==> config.mk <==
export PLATFORM = sky130hd
export DESIGN_NAME = regfile_wb_arbiter_flat
export DESIGN_NICKNAME = d
export VERILOG_FILES = /design/src/rtl/regfile_pkg.sv /design/src/rtl/regfile_wb_arbiter_if.sv /design/src/rtl/rr_arbiter2.sv /design/src/rtl/regfile_wb_arbiter.sv /design/src/flat_wrapper.sv
export SDC_FILE = /design/constraint.sdc
export NUM_CORES = 1
export LEC_CHECK = 0
export BUFFER_PORTS_ARGS = -buffer_cell sky130_fd_sc_hd__buf_2
export CAP_MARGIN = 25
export CORE_MARGIN = 2
export CORE_UTILIZATION = 40
export DETAILED_ROUTE_END_ITERATION = 16
export MAX_ROUTING_LAYER = met4
export PLACE_DENSITY_LB_ADDON = 0.1
export SLEW_MARGIN = 20
export SYNTH_ARGS = -nofsm -noshare
export SYNTH_HDL_FRONTEND = slang
export SYNTH_HIERARCHICAL = 1
export SYNTH_SLANG_ARGS = --single-unit
==> constraint.sdc <==
create_clock -name clk -period 3.18 [get_ports clk]
set_clock_uncertainty 0.1 [all_clocks]
set_input_delay 0.477 -clock clk [delete_from_list [all_inputs] [get_ports clk]]
set_output_delay 0.477 -clock clk [all_outputs]
set_load 0.1 [all_outputs]
==> src/rtl/regfile_pkg.sv <==
// Shared register-file types and sizes for the writeback port controller.
// Holds the writeback request struct and a one-hot helper for hazard masks.
package regfile_pkg;

  localparam int XLEN     = 32;
  localparam int REG_AW   = 5;
  localparam int NUM_REGS = 32;

  typedef struct packed {
    logic [REG_AW-1:0] addr;
    logic [XLEN-1:0]   data;
  } wb_req_t;

  function automatic logic [NUM_REGS-1:0] onehot_reg(input logic [REG_AW-1:0] a);
    onehot_reg    = '0;
    onehot_reg[a] = 1'b1;
  endfunction

endpackage

==> src/rtl/regfile_wb_arbiter_if.sv <==
// Writeback request, register-file write port and hazard bus of regfile_wb_arbiter.
// Forwarding read-port signals exist only when RF_WB_FWD_EN is defined.
interface regfile_wb_arbiter_if;
  import regfile_pkg::*;

  logic                wb_hold;
  logic                req0_valid;
  logic                req1_valid;
  logic [REG_AW-1:0]   req0_addr;
  logic [REG_AW-1:0]   req1_addr;
  logic [XLEN-1:0]     req0_data;
  logic [XLEN-1:0]     req1_data;
  logic                req0_ready;
  logic                req1_ready;
  logic [REG_AW-1:0]   A3;
  logic [XLEN-1:0]     WD3;
  logic                WE3;
  logic [NUM_REGS-1:0] pending_mask;
`ifdef RF_WB_FWD_EN
  logic [REG_AW-1:0]   rd_addr1;
  logic [REG_AW-1:0]   rd_addr2;
  logic [XLEN-1:0]     rd_data1;
  logic [XLEN-1:0]     rd_data2;
  logic [XLEN-1:0]     fwd_data1;
  logic [XLEN-1:0]     fwd_data2;
`endif

  modport master (
    output wb_hold, req0_valid, req1_valid, req0_addr, req1_addr, req0_data, req1_data,
`ifdef RF_WB_FWD_EN
    output rd_addr1, rd_addr2, rd_data1, rd_data2,
    input  fwd_data1, fwd_data2,
`endif
    input  req0_ready, req1_ready, A3, WD3, WE3, pending_mask
  );

  modport slave (
    input  wb_hold, req0_valid, req1_valid, req0_addr, req1_addr, req0_data, req1_data,
`ifdef RF_WB_FWD_EN
    input  rd_addr1, rd_addr2, rd_data1, rd_data2,
    output fwd_data1, fwd_data2,
`endif
    output req0_ready, req1_ready, A3, WD3, WE3, pending_mask
  );

endinterface

==> src/rtl/rr_arbiter2.sv <==
// Two-way round-robin grant, purely combinational; zero grant while hold is high.
// last_grant is the index of the requester served most recently; the other one wins ties.
module rr_arbiter2 (
  input  logic [1:0] req,
  input  logic       hold,
  input  logic       last_grant,
  output logic [1:0] grant
);

  always_comb begin
    grant = 2'b00;
    if (!hold) begin
      case (req)
        2'b01:   grant = 2'b01;
        2'b10:   grant = 2'b10;
        2'b11:   grant = last_grant ? 2'b01 : 2'b10;
        default: grant = 2'b00;
      endcase
    end
  end

endmodule

==> src/rtl/regfile_wb_arbiter.sv <==
// Register-file write port controller: round-robin over two writeback requesters into a one-entry stage, 1-cycle latency.
// Stage drains every cycle so ready = grant; wb_hold/rst block grants. Optional bypass mux under RF_WB_FWD_EN.
module regfile_wb_arbiter
  import regfile_pkg::*;
(
  input  logic               clk,
  input  logic               rst,
  regfile_wb_arbiter_if.slave bus
);

  logic [1:0] grant;
  logic       last_grant;
  logic       stg_v;
  wb_req_t    stg;
  wb_req_t    req0;
  wb_req_t    req1;
  logic       we;

  assign req0 = {bus.req0_addr, bus.req0_data};
  assign req1 = {bus.req1_addr, bus.req1_data};

  // Holding the arbiter during reset keeps both readies low while rst is asserted.
  rr_arbiter2 u_arb (
    .req        ({bus.req1_valid, bus.req0_valid}),
    .hold       (bus.wb_hold | rst),
    .last_grant (last_grant),
    .grant      (grant)
  );

  assign bus.req0_ready = grant[0];
  assign bus.req1_ready = grant[1];

  always_ff @(posedge clk or posedge rst) begin
    if (rst) begin
      stg_v      <= 1'b0;
      stg        <= '0;
      last_grant <= 1'b1;
    end else if (grant[0]) begin
      stg_v      <= 1'b1;
      stg        <= req0;
      last_grant <= 1'b0;
    end else if (grant[1]) begin
      stg_v      <= 1'b1;
      stg        <= req1;
      last_grant <= 1'b1;
    end else begin
      stg_v      <= 1'b0;
      stg        <= '0;
    end
  end

  // x0 writes occupy the slot but never reach the file or the hazard mask.
  assign we               = stg_v & (stg.addr != '0);
  assign bus.A3           = stg.addr;
  assign bus.WD3          = stg.data;
  assign bus.WE3          = we;
  assign bus.pending_mask = we ? onehot_reg(stg.addr) : '0;

`ifdef RF_WB_FWD_EN
  assign bus.fwd_data1 = (we && stg.addr == bus.rd_addr1) ? stg.data : bus.rd_data1;
  assign bus.fwd_data2 = (we && stg.addr == bus.rd_addr2) ? stg.data : bus.rd_data2;
`endif

endmodule
==> src/flat_wrapper.sv <==
// flat-port wrapper written by rule: the top's interface ports become plain ports
module regfile_wb_arbiter_flat import regfile_pkg::*;
  (clk, rst, bus_wb_hold, bus_req0_valid, bus_req1_valid, bus_req0_addr, bus_req1_addr, bus_req0_data, bus_req1_data, bus_req0_ready, bus_req1_ready, bus_A3, bus_WD3, bus_WE3, bus_pending_mask);
  regfile_wb_arbiter_if bus_i ();
  input  logic clk;
  input  logic rst;
  input wire logic [$bits(bus_i.wb_hold)-1:0] bus_wb_hold;
  input wire logic [$bits(bus_i.req0_valid)-1:0] bus_req0_valid;
  input wire logic [$bits(bus_i.req1_valid)-1:0] bus_req1_valid;
  input wire logic [$bits(bus_i.req0_addr)-1:0] bus_req0_addr;
  input wire logic [$bits(bus_i.req1_addr)-1:0] bus_req1_addr;
  input wire logic [$bits(bus_i.req0_data)-1:0] bus_req0_data;
  input wire logic [$bits(bus_i.req1_data)-1:0] bus_req1_data;
  output wire logic [$bits(bus_i.req0_ready)-1:0] bus_req0_ready;
  output wire logic [$bits(bus_i.req1_ready)-1:0] bus_req1_ready;
  output wire logic [$bits(bus_i.A3)-1:0] bus_A3;
  output wire logic [$bits(bus_i.WD3)-1:0] bus_WD3;
  output wire logic [$bits(bus_i.WE3)-1:0] bus_WE3;
  output wire logic [$bits(bus_i.pending_mask)-1:0] bus_pending_mask;
  assign bus_i.wb_hold = bus_wb_hold;
  assign bus_i.req0_valid = bus_req0_valid;
  assign bus_i.req1_valid = bus_req1_valid;
  assign bus_i.req0_addr = bus_req0_addr;
  assign bus_i.req1_addr = bus_req1_addr;
  assign bus_i.req0_data = bus_req0_data;
  assign bus_i.req1_data = bus_req1_data;
  assign bus_req0_ready = bus_i.req0_ready;
  assign bus_req1_ready = bus_i.req1_ready;
  assign bus_A3 = bus_i.A3;
  assign bus_WD3 = bus_i.WD3;
  assign bus_WE3 = bus_i.WE3;
  assign bus_pending_mask = bus_i.pending_mask;
  regfile_wb_arbiter u_core (.clk(clk), .rst(rst), .bus(bus_i));
endmodule
==> impl_results.md, run 1 <==
- Status: completed
- Post-route ant nets: 0
- Max_cap viols: 0
- Initial Util: around 42%
- Clk network pwr share: roughly 26%
- DRC Markers: 0
- Worst hold path class: in -> async
- Pre-Repair DR Iteration Count: 3
- Share of cells above drive strength 1: 65.31%
- Final hold violation count: 0
- IO buf count: about 150
- Core area: 3971 um2
- Row cnt: 23
- Fill cell count: approximately 330
- Max clock buf depth: 2
- Final estimated routing congestion in global placement: just over 0.7
- Switch Pwr: roughly 460 uW
- Setup WS post-layout: approximately 710 ps
- Synth unique cells: 21
- Post-Syn Area: roughly 1600 um2
- Maximum VDD drop: roughly 0.00025 V
- Min Tclk post-route: between 2000 and 2500 ps
- Worst EP arrival: between 1500 and 2000 ps
- Critical path's largest stage delay: 610 ps
- CP Cell Sequence: or4b_1, nor2_1, buf_2
- CTS resizes: 0
- Setup Buffers After CTS: 0
- Fmax: 405.1 MHz
- Syn avg cell area: 11.37 um2
- Clock slew at reported path FFs: approximately 70 ps
- Power Internal: 761.2 uW
- Required time of the critical path: about 2600 ps
- Sw Share: a little under two fifths
- DP Area: 2516 um2
- Die width: approximately 70 um
- Synthesis-to-finish area growth: 57.74%
- Root Buffer: clkbuf_8
- Crit start category: flip-flop
- NumNets Final: approximately 370
- Top-area cell type share of the netlist area: ~58%
- 1st-iter DRT viols: between 50 and 60
- # diodes: 0
- Design Power: 1219 uW
- Mapped Cells: approximately 150
- Total CTS buffers: 5
- Worst-Skew Late Latency: between 200 and 300 ps
- Overall Global Routing Usage: 18.59%
- Vias: 1,682
- Final wirelength: roughly 4500 um
- Via density per instance: 4.890
- Period utilisation layout: between 70 and 80%
- Post-synthesis register bit count: 39
- GRT overflow: 0
- Fin area: between 2000 and 3000 um2
- Max Slew Vio Count: 0
- H-tree depth: 2
- Hold Buf Count CTS: 0
- Critical path peak fanout: 10
- Slew HR: 51.12%
- Die area: ~4700 um2
- Top delay family on crit path: simple AND/OR/NAND/NOR gates
- Final TNS setup: 0 ps
- Logic pwr share: between 20 and 30%
- Clock Sinks: 39
- First-pass GRT wire length: between 6000 and 7000 um
- Setup CP Type: reg -> out
- Largest net degree at the start of global routing: 28
- Yosys Warn Count: 6
- Critical path's slowest cell: or4b_1
- CTS tree: done
- Setup crit end kind: output port
- IO Pins: around 150
- Worst slew pin tran: 732.3 ps
- Die H: ~70 um
- Bufs and invs on worst path: 1
- Worst slack, placed: approximately 640 ps
- RSZ-0062 raised after global routing: no
- WL per Instance: 13.15 um
- Dominant cell type by area after synthesis: dfrtp_1
- Mapped Nets: about 220
- Final setup vio count: 0
- Area contributors post-synth: dfrtp_1, a22o_1, nor2_1
- Leakage: 0.001512 uW
- Sequential Power Share: approximately 44%
- DP HPWL: roughly 3500 um
- PD cells: 468.8 nW/um2
- Number of global-route vias before repair: around 1,400
- Initial antenna violation count: 0
- Post-synthesis sequential area ratio: between 50% and 60%
-- worst paths after layout --
path / startpoint / to / slack (ps) / cells after the start
worst max-delay path: u_core/bus.A3[4]$_DFF_PP0_ / bus_pending_mask[2] / 710 / 3
min in group clk: bus_req1_data[19] / u_core/bus.WD3[19]$_DFF_PP0_ / 300 / 2
worst min register to register: u_core/last_grant$_DFFE_PP1P_ / u_core/last_grant$_DFFE_PP1P_ / 410 / 2
worst min-delay path: rst / u_core/bus.WD3[5]$_DFF_PP0_ / 210 / 2
max in group asynchronous: rst / u_core/bus.WD3[15]$_DFF_PP0_ / 2030 / 3
worst max register to register: u_core/last_grant$_DFFE_PP1P_ / u_core/bus.WD3[29]$_DFF_PP0_ / 1060 / 4
-- cell usage in the layout, fill, tap and decap left out, types with 4 or more instances in the layout --
cell,count
clkbuf_8,5
nor2_2,26
nor2_1,7
dfrtp_1,38
buf_2,148
a22o_1,36
buf_4,4
-- metrics by stage --
stage / instances / hold slack, ps / utilization (%)
global route: 344 / 288.4 / 65.50
floorplan: 145 / 377.7 / -
detailed placement: 336 / 396.2 / 63.36
global placement: 336 / 397.6 / 63.36
finish: 344 / 213.3 / 65.50
CTS: 344 / 235.4 / 65.50
-- logic make-up (layout without fill, tap and decap cells) --
logic type	after synthesis	after routing	synth area share [%]
and+or+nand+nor	50	50	15.10
AOI/OAI and AO/OA	40	40	21.47
DFF	39	39	59.26
other	1	1	0.2274
buffers and inverters	15	164	3.946
-- power by group through the flow --
stage / Sequential (uW) / Combinational (uW) / Clock (uW)
floorplan: 729 / 92.3 / 0
global placement: 550 / 364 / 0
detailed placement: 551 / 364 / 0
CTS: 541 / 365 / 326
global route: 545 / 380 / 343
finish: 541 / 363 / 316
-- Yosys cell counts --
library cell  instances
nand4bb_1             3
o21ai_0               1
buf_2                 4
a22o_1               36
a211oi_2              1
nor2_1               33
o41a_1                1
nand4_1               1
nand4b_1              3
nand2_1               3
buf_4                 1
nand2b_1              2
or2_2                 3
dfstp_2               1
nor2b_1               1
conb_1                1
o211a_1               1
inv_1                 3
dfrtp_1              38
clkbuf_1              7
or4b_1                1
-- worst register-to-register path: stages, from the launching register on --
cell and delay [ps]:
dfstp_2 380, a211oi_2 360, nor2b_2 680, buf_4 360, a22o_1 170
-- registers in the layout (all words and copies together), names as in the netlist --
name	cells
u_core/bus.A3	5
u_core/stg_v	1
u_core/last_grant	1
u_core/bus.WD3	32
-- final cells by class --
class | count | area, um2 | area share, %
well taps | 50 | 62.56 | 2.405
clock inverters | 2 | 12.51 | 0.4810
clock buffers | 6 | 72.57 | 2.790
repair buffers | 153 | 790.8 | 30.40
flip-flops and latches | 39 | 977.2 | 37.57
inverters | 3 | 11.26 | 0.4329
multi-input cells | 91 | 674.4 | 25.93
-- routing by layer --
layer	global-route usage (%)	vias up	share of wire (%)
li1	-	814	-
met1	23.03	779	42
met2	28.40	81	47
met3	5.592	8	9.7
met4	7.750	0	1.6
met5	-	-	0
Note: power is estimated with default switching activity, not from simulation.
==> run 2, diff against run 1 <==
--- a/config.mk
+++ b/config.mk
@@ -8,7 +8,7 @@
 export BUFFER_PORTS_ARGS = -buffer_cell sky130_fd_sc_hd__buf_2
 export CAP_MARGIN = 25
 export CORE_MARGIN = 2
-export CORE_UTILIZATION = 40
+export CORE_UTILIZATION = 37
 export DETAILED_ROUTE_END_ITERATION = 16
 export MAX_ROUTING_LAYER = met4
 export PLACE_DENSITY_LB_ADDON = 0.1
==> constraint.sdc (replaced) <==
create_clock -name clk -period 2.3 [get_ports clk]
set_clock_uncertainty 0.1 [all_clocks]
set_input_delay 0.345 -clock clk [delete_from_list [all_inputs] [get_ports clk]]
set_output_delay 0.345 -clock clk [all_outputs]
set_load 0.1 [all_outputs]
==> impl_results.md, run 2 (synthesized netlist as in run 1, its figures left out) <==
- Status: completed
- Core area: 4324 um2 (+8.9%)
- Logic pwr share: 29.0% (-0.7 points)
- Critical path's slowest cell: dfrtp_2
- Reg2reg start: u_core/last_grant$_DFFE_PP1P_
- Design Power: 1848 uW (+52%)
- Max Slew Vio Count: 0 (unchanged)
- H-tree depth: 2 (unchanged)
- FF/Latch Area: 983.4 um2 (+0.64%)
- Clk network pwr share: 30.3% (+4.4 points)
- Hold Buf Count CTS: 0 (unchanged)
- Largest register FFs: 32 (unchanged)
- Worst EP arrival: 1780 ps (-110 ps)
- IO buf count: 149 (unchanged)
- Period utilisation layout: 96.83%
- Max_cap viols: 0 (unchanged)
- Max clock buf depth: 2 (unchanged)
- Final wirelength: 4962 um (+9.7%)
- CTS tree: done
- Leakage: 0.001637 uW (+8.2%)
- Fill cell count: 312 (-5.7%)
- IO Pins: 151 (unchanged)
- Initial antenna violation count: 0 (unchanged)
- DP HPWL: 3990 um (+13%)
- First-pass GRT wire length: 7935 um (+27%)
- RSZ-0062 raised after global routing: no
- Number of global-route vias before repair: 1,701 (+22%)
- DRC Markers: 0 (unchanged)
- Worst-Skew Late Latency: 280 ps (about the same)
- Required time of the critical path: 1860 ps (-740 ps)
- Commonest non-fill, non-tap cell in the layout: buf_2
- Total CTS buffers: 5 (unchanged)
- Share of cells above drive strength 1: 71.01% (+5.7 points)
- FF-to-FF setup slack: 720 ps (-340 ps)
- Final TNS setup: 0 ps (unchanged)
- Most frequent cells in the layout: buf_2, a22o_1, dfrtp_1
- Switch Pwr: 668.3 uW (+46%)
- NumNets Final: 385 (+3.5%)
- Largest net degree at the start of global routing: 40 (+43%)
- Row cnt: 24 (+4.3%)
- Clock Sinks: 39 (unchanged)
- Setup crit end kind: output port
- Final estimated routing congestion in global placement: 0.7385 (+2.0%)
- Die width: 70.76 um (+3.7%)
- Root Buffer: clkbuf_8
- Die area: 5007 um2 (+7.6%)
- Sw Share: 36.16% (-1.4 points)
- Critical path's largest stage delay: 430 ps (-180 ps)
- GRT overflow: 0 (unchanged)
- Critical path peak fanout: 5 (-5)
- CP Cell Sequence: or2_2, o41a_4, buf_2
- Worst Reg2Reg Path Length in Cells: 4 (unchanged)
- Die H: 70.76 um (+3.7%)
- Fmax: between 400 and 500 MHz
- Synthesis-to-finish area growth: 95.67%
- 1st-iter DRT viols: 47 (-16%)
- Maximum VDD drop: 0.0004801 V (+92%)
- Final hold violation count: 0 (unchanged)
- WL per Instance: 13.82 um (+5.1%)
- Crit start category: flip-flop
- Final setup vio count: 0 (unchanged)
- Vias: 1,762 (+4.8%)
- Pre-Repair DR Iteration Count: 4 (+1)
- Initial Util: 38.14% (-3.4 points)
- # diodes: 0 (unchanged)
- Critical R2R Capture: u_core/bus.WD3[29]$_DFF_PP0_
- Power Internal: 1180 uW (+55%)
- Sequential Power Share: 40.7% (-3.7 points)
- Multi-input gate area: 865.8 um2 (+28%)
- PD cells: 572.8 nW/um2 (+22%)
- Via density per instance: 4.908 (+0.38%)
- Overall Global Routing Usage: 20.62% (+2.0 points)
- Setup WS post-layout: 72.98 ps (-638.3 ps)
- Min Tclk post-route: roughly 2200 ps
- Worst hold path class: in -> async
- Worst slack, placed: 346.3 ps (-295.9 ps)
- Post-route ant nets: 0 (unchanged)
- Clock slew at reported path FFs: 80 ps (about the same)
- Setup CP Type: reg -> out
-- run 2: critical path, delay by kind of cell (launching register included) --
kind | cells | cell delay, ps
and+or+nand+nor | 1 | 350
DFF | 1 | 430
buffers and inverters | 1 | 290
AOI/OAI and AO/OA | 1 | 420
-- run 2: how the worst max path moves through the flow --
| stage | from | endpoint | slack, ps |
|---|---|---|---|
| final | u_core/bus.A3[1]$_DFF_PP0_ | bus_WE3 | 70 |
| after global routing | u_core/bus.A3[1]$_DFF_PP0_ | bus_WE3 | 10 |
| after CTS | u_core/bus.A3[1]$_DFF_PP0_ | bus_pending_mask[12] | 20 |
| after detailed placement | u_core/bus.A3[1]$_DFF_PP0_ | bus_pending_mask[12] | 350 |
| after global placement | u_core/bus.A3[1]$_DFF_PP0_ | bus_pending_mask[12] | 370 |
| after floorplan | rst | u_core/bus.A3[0]$_DFF_PP0_ | -20 |
-- run 2: power by group through the flow --
stage	logic (uW)	registers, uW	clock network (uW)
6_report	535	753	560
5_1_grt	561	758	607
4_1_cts	540	753	572
3_5_place_dp	539	766	0
3_3_place_gp	535	764	0
2_1_floorplan	152	1010	0
-- run 2: area by class of cell --
| type | count | share of cell area, % |
|---|---|---|
| repair buffers | 166 | 36.84 |
| well taps | 52 | 2.016 |
| clock inverters | 3 | 1.357 |
| clock buffers | 5 | 2.133 |
| flip-flops and latches | 39 | 30.48 |
| inverters | 3 | 0.3490 |
| multi-input cells | 91 | 26.83 |
-- run 2: repair_timing --
item | CTS | global route
gates resized for setup | 0 | 6
buffers inserted | 0 | 0
setup endpoints to repair | 0 | 6
-- run 2: per-stage QoR --
stage	instance area (um2)	cells	util [%]	hold slack, ps
6_report	3227	359	74.62	69.47
2_1_floorplan	1934	145	-	361.7
3_3_place_gp	3099	351	71.67	394.1
4_1_cts	3212	359	74.28	84.11
5_1_grt	3227	359	74.62	118.9
3_5_place_dp	3099	351	71.67	395.8
-- run 2: metal layers --
layer  routed length (um)  vias up  global-route usage (%)
met5                    0        -                       -
met4                   35        0                   4.612
met3                  402        4                   4.843
met2                 2511       91                   34.89
met1                 2013      824                   25.23
li1                     -      843                       -
